### src/rtl/pi1_dcache_arb.sv
// pi1_dcache_arb: shares one pi1 data-cache slave port between MASTERCOUNT
// pi1 masters with round-robin grant, and sequences cache flushes
// (drain owner -> crst pulse -> hold-off sweep of CACHESETCOUNT+1 cycles).
//
// Ports:
//   clk_i, rst_i          clock, asynchronous active-low reset
//   flush_i               level flush request
//   flush_done_o          one-cycle pulse at end of the post-flush sweep
//   crst_o, cmiss_o       to cache crst_i / cmiss_i
//   gnt_o                 one-hot current owner, 0 when none
//   m_pi1_*               packed per-master request buses, per-master ready,
//                         broadcast read data
//   s_pi1_*               muxed request to the cache, response from it
module pi1_dcache_arb #(
  parameter int unsigned ARCHBITSZ     = 32,
  parameter int unsigned MASTERCOUNT   = 2,
  parameter int unsigned CACHESETCOUNT = 2,
  localparam int unsigned SELBITSZ     = ARCHBITSZ / 8,
  localparam int unsigned ADDRBITSZ    = ARCHBITSZ - $clog2(SELBITSZ),
  localparam int unsigned GW           = $clog2(MASTERCOUNT)
) (
  input  logic                            clk_i,
  input  logic                            rst_i,
  input  logic                            flush_i,
  output logic                            flush_done_o,
  output logic                            crst_o,
  output logic                            cmiss_o,
  output logic [MASTERCOUNT-1:0]          gnt_o,
  input  logic [2*MASTERCOUNT-1:0]        m_pi1_op_i,
  input  logic [ADDRBITSZ*MASTERCOUNT-1:0] m_pi1_addr_i,
  input  logic [ARCHBITSZ*MASTERCOUNT-1:0] m_pi1_data_i,
  input  logic [SELBITSZ*MASTERCOUNT-1:0] m_pi1_sel_i,
  input  logic [MASTERCOUNT-1:0]          m_cmiss_i,
  output logic [ARCHBITSZ-1:0]            m_pi1_data_o,
  output logic [MASTERCOUNT-1:0]          m_pi1_rdy_o,
  output logic [1:0]                      s_pi1_op_o,
  output logic [ADDRBITSZ-1:0]            s_pi1_addr_o,
  output logic [ARCHBITSZ-1:0]            s_pi1_data_o,
  output logic [SELBITSZ-1:0]             s_pi1_sel_o,
  input  logic [ARCHBITSZ-1:0]            s_pi1_data_i,
  input  logic                            s_pi1_rdy_i
);

  localparam int unsigned CW = $clog2(CACHESETCOUNT) + 1;
  localparam logic [1:0] OP_NOOP = 2'b00;

  typedef enum logic [1:0] {IDLE, OWN, FLUSH, SWEEP} state_t;

  state_t          state;
  logic [GW-1:0]   g;
  logic [CW-1:0]   cnt;

  logic [1:0]           op_arr   [MASTERCOUNT];
  logic [ADDRBITSZ-1:0] addr_arr [MASTERCOUNT];
  logic [ARCHBITSZ-1:0] data_arr [MASTERCOUNT];
  logic [SELBITSZ-1:0]  sel_arr  [MASTERCOUNT];

  logic          any_req;
  logic          owner_done;
  logic [GW-1:0] pick;
  logic          found;
  logic [GW-1:0] cand;

  // Unpack the per-master request buses
  always_comb begin
    for (int unsigned k = 0; k < MASTERCOUNT; k++) begin
      op_arr[k]   = m_pi1_op_i[2*k +: 2];
      addr_arr[k] = m_pi1_addr_i[ADDRBITSZ*k +: ADDRBITSZ];
      data_arr[k] = m_pi1_data_i[ARCHBITSZ*k +: ARCHBITSZ];
      sel_arr[k]  = m_pi1_sel_i[SELBITSZ*k +: SELBITSZ];
    end
  end

  assign any_req = |m_pi1_op_i;

  // Round-robin: scan g+1 .. g+MASTERCOUNT so the last owner is checked last
  always_comb begin
    pick  = '0;
    found = 1'b0;
    cand  = '0;
    for (int unsigned i = 1; i <= MASTERCOUNT; i++) begin
      cand = GW'((32'(g) + i) % MASTERCOUNT);
      if (!found && (op_arr[cand] != OP_NOOP)) begin
        pick  = cand;
        found = 1'b1;
      end
    end
  end

  // Owner hands the port back: its final response with no further request
  assign owner_done = (state == OWN) && s_pi1_rdy_i && (op_arr[g] == OP_NOOP);

  // Arbitration / flush sequencing state
  always_ff @(posedge clk_i or negedge rst_i) begin
    if (!rst_i) begin
      state <= IDLE;
      g     <= GW'(MASTERCOUNT - 1);
      cnt   <= '0;
    end else begin
      case (state)
        IDLE: begin
          if (flush_i) begin
            state <= FLUSH;
          end else if (any_req) begin
            g     <= pick;
            state <= OWN;
          end
        end
        OWN: begin
          if (owner_done) begin
            if (flush_i) begin
              state <= FLUSH;
            end else if (any_req) begin
              g <= pick;
            end else begin
              state <= IDLE;
            end
          end
        end
        FLUSH: begin
          cnt   <= CW'(CACHESETCOUNT);
          state <= SWEEP;
        end
        SWEEP: begin
          if (cnt == '0) begin
            state <= IDLE;
          end else begin
            cnt <= cnt - CW'(1);
          end
        end
        default: state <= IDLE;
      endcase
    end
  end

  assign m_pi1_data_o = s_pi1_data_i;

  // Slave-side mux and per-master handshakes, decoded from the state flops
  always_comb begin
    s_pi1_op_o   = OP_NOOP;
    s_pi1_addr_o = '0;
    s_pi1_data_o = '0;
    s_pi1_sel_o  = '0;
    cmiss_o      = 1'b0;
    gnt_o        = '0;
    m_pi1_rdy_o  = '0;
    crst_o       = (state == FLUSH);
    flush_done_o = (state == SWEEP) && (cnt == '0);
    if (state == OWN) begin
      s_pi1_op_o   = op_arr[g];
      s_pi1_addr_o = addr_arr[g];
      s_pi1_data_o = data_arr[g];
      s_pi1_sel_o  = sel_arr[g];
      cmiss_o      = m_cmiss_i[g];
      gnt_o        = MASTERCOUNT'(1) << g;
      m_pi1_rdy_o  = (MASTERCOUNT'(1) << g) & {MASTERCOUNT{s_pi1_rdy_i}};
    end
  end

endmodule

### config.mk
export PLATFORM = sky130hd
export DESIGN_NAME = pi1_dcache_arb
export DESIGN_NICKNAME = d
export VERILOG_FILES = /design/src/rtl/pi1_dcache_arb.sv
export SDC_FILE = /design/constraint.sdc
export NUM_CORES = 1
export LEC_CHECK = 0
export BUFFER_PORTS_ARGS = -buffer_cell sky130_fd_sc_hd__buf_4
export CAP_MARGIN = 5
export CORE_AREA = 2 2 108 110
export CTS_CLUSTER_SIZE = 20
export DETAILED_ROUTE_END_ITERATION = 7
export DIE_AREA = 0 0 110 112
export HOLD_SLACK_MARGIN = 0.15
export PLACE_DENSITY = 0.56
export SETUP_SLACK_MARGIN = 0.2
export SLEW_MARGIN = 20
export SYNTH_ARGS = -nofsm -noshare
export SYNTH_HDL_FRONTEND = slang
export SYNTH_SLANG_ARGS = --single-unit
### constraint.sdc
create_clock -name clk_i -period 1.79 [get_ports clk_i]
set_input_delay 0 -clock clk_i [delete_from_list [all_inputs] [get_ports clk_i]]
set_output_delay 0 -clock clk_i [all_outputs]
set_load 0.01 [all_outputs]
; ---- Word-level counts from Yosys, hierarchy flattened
; Cells that the tools add are included.
[totals]
regBits = 5
out_inout_bits = 107
elab_cells = 82
[op_classes]
n_addsub = 3
n_lt_le_gt_ge = 4
eq_ne = 8
shifts = 1
n_mux = 43
n_bitwise = 4
n_reduce_logical = 16
[op_table]
columns = operator, n
row1 = 32-bit 2-to-1 mux, 4
row2 = 30-bit 2-to-1 mux, 4
row3 = 2-bit 2-to-1 mux, 19
row4 = 4-bit 2-to-1 mux, 4
row5 = 1-bit 2-to-1 mux, 9
row6 = 2-bit case mux with 4 select lines, 1
row7 = 2-bit nonzero test, 4
row8 = 2-bit >= comparator (second input constant), 3
row9 = 2-bit zero test, 3
row10 = 2-bit inequality test (second input constant), 3
row11 = 3-bit inequality test (second input constant), 2
row12 = 1-bit inverter with 2-bit output, 3
row13 = 2-bit == test (second input constant), 2
row14 = 1-bit logical AND, 4
row15 = 2-bit case mux with 2 select lines, 1
row16 = 2-bit AND reduction, 2
row17 = 4-bit AND reduction, 1
row18 = 4-bit OR reduction, 1
row19 = 1-bit adder (second input constant), 2
row20 = 2-bit AND, 1
row21 = 2-bit by 1-bit == test with 1-bit output (second input constant), 1
row22 = 1-bit by 2-bit < comparator with 1-bit output (second input constant), 1
row23 = 1-bit case mux with 2 select lines, 1
row24 = 1-bit by 1-bit left shift with 2-bit output (first input constant), 1
row25 = 2 further kinds, 2

; ---- Longest topological paths before layout
[logic_depth]
word_depth = 14
ltp_mapped = 6
depth_no_buf = 5

; ---- Least setup slack after synthesis
; No wires, ideal clock.
[synth_path]
path_type = reg2out
start = register g
end = output port cmiss_o
arrival_time_ps = 1309
required_ps = 1790
setup_slack_ps = 481
path_stages_with_launch = 5
cell_sequence = dfstp_2 > clkbuf_1 > buf_2 > mux2i_1 > nor2_1
[synth_via]
elab_chain_cells = 3
[synth_lines]
columns = element, line
row1 = from (decl), 50  ; logic [GW-1:0] g;
row2 = from (signal assigned), 97  ; g <= GW'(MASTERCOUNT - 1);
row3 = from (signal assigned), 105  ; g <= pick;
row4 = from (signal assigned), 114  ; g <= pick;
row5 = 1-bit 2-to-1 mux (not written as such) (2 in a row), 154  ; cmiss_o = m_cmiss_i[g];
row6 = 1-bit 2-to-1 mux, 149  ; if (state == OWN) begin
row7 = to (decl), 27  ; output logic cmiss_o,
; Every way passes these cells. The select of a mux whose other input is x is not followed.

; ---- Worst setup path in the final report
[layout_path]
start = register g
end = output port s_pi1_addr_o[12]
[layout_via]
elab_chain_cells = 5
[layout_lines]
columns = element, line
row1 = 1-bit inverter with 2-bit output (not written as such), 151  ; s_pi1_addr_o = addr_arr[g];
row2 = 30-bit 2-to-1 mux (not written as such) (3 in a row), 151
row3 = 30-bit 2-to-1 mux, 149
row4 = to (decl), 37  ; output logic [ADDRBITSZ-1:0] s_pi1_addr_o,
; Every way passes these cells. The select of a mux whose other input is x is not followed.

==> run metrics <==
average wire per cell in the routed design between 15 and 20 um; # setup viols final 0; critical path's slowest cell dfstp_4; # nets final approximately 620; CTS root buf clkbuf_16; peak fanout along the critical path 9; Pre-Repair DR Iteration Count 4; Setup crit end kind output port; async set or reset register ratio after synthesis 100.0%; r2r setup slk approximately 0.23 ns; vias in the first global route around 2,200; Worst VDD drop approximately 0.00047 V; Max Freq ~620 MHz; Die W around 110 um; Synth Register Bits 5; Vias ~2,400; total routed wirelength just under 9000 um; min-delay worst type in2reg; Slew Limit Fails 0; Worst-Margin Slew about 0.35 ns; Hold Path Cell Cnt 3; # IOs around 280; synth unique cells 26; crit path cell chain buf_12 -> buf_16 -> mux2i_4 -> nor2_1 -> buf_4; Worst-Skew Late Latency ~0.23 ns; cell with the most instances after synthesis nor2_1; htree depth 1; gr ovfl total 0; Detail Placement HPWL 6147 um; GR Util All Layers 11.22%; Layout Area Growth over Synthesis 143.7%; clock tree buffer depth 2; Core ar. approximately 11,000 um2; top-area cell type share of the netlist area between 40% and 50%; startpoint class of the critical path flip-flop; Clock Power Share 6.9%; sequential fraction of the synthesis area between 7 and 8%; Synthesized Nets between 300 and 400; final worst path period share about nine tenths; initial antenna violation count 0; Setup TNS Final 0 ns; slew margin rel. between 70% and 80%; Reg2Reg Depth 5; Top Family by Delay on Critical Path flip-flops; worst path bufs/invs 3; min-delay src m_pi1_op_i[1]; Comb pwr share about 88%; Synth Cell Area between 1500 and 2000 um2; Reg2Reg Launch Point g; syn avg cell area approximately 7.2 um2; Leak around 2.1 nW; die height roughly 110 um; Fin. Hold Viols 0; clock sinks 5; Pint 3.005 mW; Initial Util 14.28%; power per cell area roughly 1400 nW/um2; DR vias/cell approximately 4.1; number of DRC markers in iteration 0 55; Max-cap violations 0; instance count of the mapped netlist between 200 and 250; max incr delay on CP 0.63 ns; RSZ-0062 raised after global routing yes; final core occ 34.79%; IO Port Bufs around 220; Power Total ~5.3 mW; Arr. time, crit path 1.60 ns; number of diodes 0; switching portion of total power 43.33%; Post-synth EDFFs 0; first-pass GRT wire length about 11,000 um; layout cell share with drive strength beyond 1 about 56%; WP data required between 1.5 and 2 ns; top cells by area, synth mux2i_1 44%, nor2_1 18%, buf_4 15%, dfrtp_1 6.3%, buf_2 3.5%; status finished, final reports clean; GPL Wtd Cong 0.6954; Synth Flop Type dfrtp_1; NetSw roughly 2.3 mW; Synth warnings 0; Hold EP g; row count 39; Reg clk slew, reported paths 0.03 ns; Num CTS Buffers 3; sequential power share 5.3%; TritonCTS clock tree done; Yosys top cell by area mux2i_1; Post-DRT Antenna Nets 0; WS Path Type reg2out; Setup Skew approximately 0.0011 ns; die area around 12,000 um2; synth cell count leaders 75 x nor2_1, 70 x mux2i_1, 32 x buf_4; drc violations 0; minimum clock period roughly 1.6 ns; FF-to-FF End state[1]; largest net degree at the start of global routing 39
kinds of logic (layout without fill, tap and decap cells):
family	after synthesis	after routing	share of synthesized area (%)
AOI/OAI and AO/OA	8	8	4.392
adders and majority gates	1	1	0.7842
buffers and inverters	52	274	20.63
DFF	5	5	7.922
muxes	70	70	43.92
and+or+nand+nor	87	87	22.35
state kept, by name, indices dropped and copies added (netlist names):
register / count
cnt: 2
state: 2
g: 1
power groups by stage:
stage	sequential, mW	combinational, mW	clock (mW)
5_1_grt	0.290	5.02	0.387
3_5_place_dp	0.276	3.89	0
2_1_floorplan	0.214	2.19	0
6_report	0.280	4.66	0.367
3_3_place_gp	0.274	3.84	0
4_1_cts	0.283	4.03	0.373
worst max path at each step:
stage | start | to | slack, ns | depth (start not counted)
after floorplan | g | cmiss_o | 0.48 | 4
after global placement | g | state[1] | 0.27 | 4
after detailed placement | g | state[1] | 0.26 | 4
after CTS | g | s_pi1_addr_o[12] | 0.14 | 4
after global routing | g | s_pi1_addr_o[6] | 0.11 | 5
final | g | s_pi1_addr_o[12] | 0.19 | 5
layer usage:
metal | global-route usage, % | vias up | wire, um | part of all wire (%)
li1 | - | 1169 | - | -
met1 | 11.62 | 1091 | 3136 | 35
met2 | 22.49 | 167 | 4879 | 55
met3 | 2.166 | 6 | 850 | 9.5
met4 | 2.278 | 0 | 69 | 0.77
met5 | 0 | - | 0 | 0
per-stage QoR:
step                instances  hold WS, ns  cell area [um2]  setup WS [ns]
detailed placement        537      -0.1896             3164         0.2641
floorplan                 223      -0.2956             1595         0.4813
global placement          537      -0.1909             3164         0.2701
global route              588       0.2069             3887         0.1123
finish                    588       0.1756             3887         0.1889
CTS                       579       0.1670             3642         0.1450
cell usage in the layout, fill, tap and decap left out:
cell type and count:
a2bb2oi_1 1, buf_12 4, nand2_1 3, mux2i_4 1
buf_16 2, dfrtp_2 1, mux2i_2 7, buf_8 2
and3_1 1, nor3_1 1, nor4b_2 1, nand3b_1 1
clkbuf_16 8, clkbuf_1 1, nor2_2 1, a32o_1 1
dlygate4sd3_1 38, mux2i_1 62, o41ai_1 1, dfstp_4 1
and2_2 2, ha_1 1, or3b_1 1, nand2b_4 1
nor2_1 74, dfrtp_1 3, o21ai_0 1, buf_4 216
a311oi_1 1, o22a_1 1, a2111oi_2 1, a21oi_1 1
nor2b_1 1, inv_1 3
cell type report:
| cell class | count | area [um2] |
|---|---|---|
| Clock buffer | 4 | 78.83 |
| Fill cell | 1143 | 7287 |
| Inverter | 3 | 11.26 |
| Multi-Input combinational cell | 166 | 1195 |
| Sequential cell | 5 | 131.4 |
| Tap cell | 143 | 178.9 |
| Timing Repair Buffer | 267 | 2292 |
worst min-delay path, cell delays in order:
cell and delay (ns):
buf_4 0.11, o21ai_0 0.07, o22a_1 0.21
what timing repair did:
action                     in CTS  in global routing
pin swaps                       0                  2
buffers inserted                0                  2
hold buffers                   38                  0
cloned                          0                  7
hold endpoints to repair       40                  0
setup endpoints to repair      17                 73
gates resized for setup         3                 17
Power figures use the tool's default switching activity.
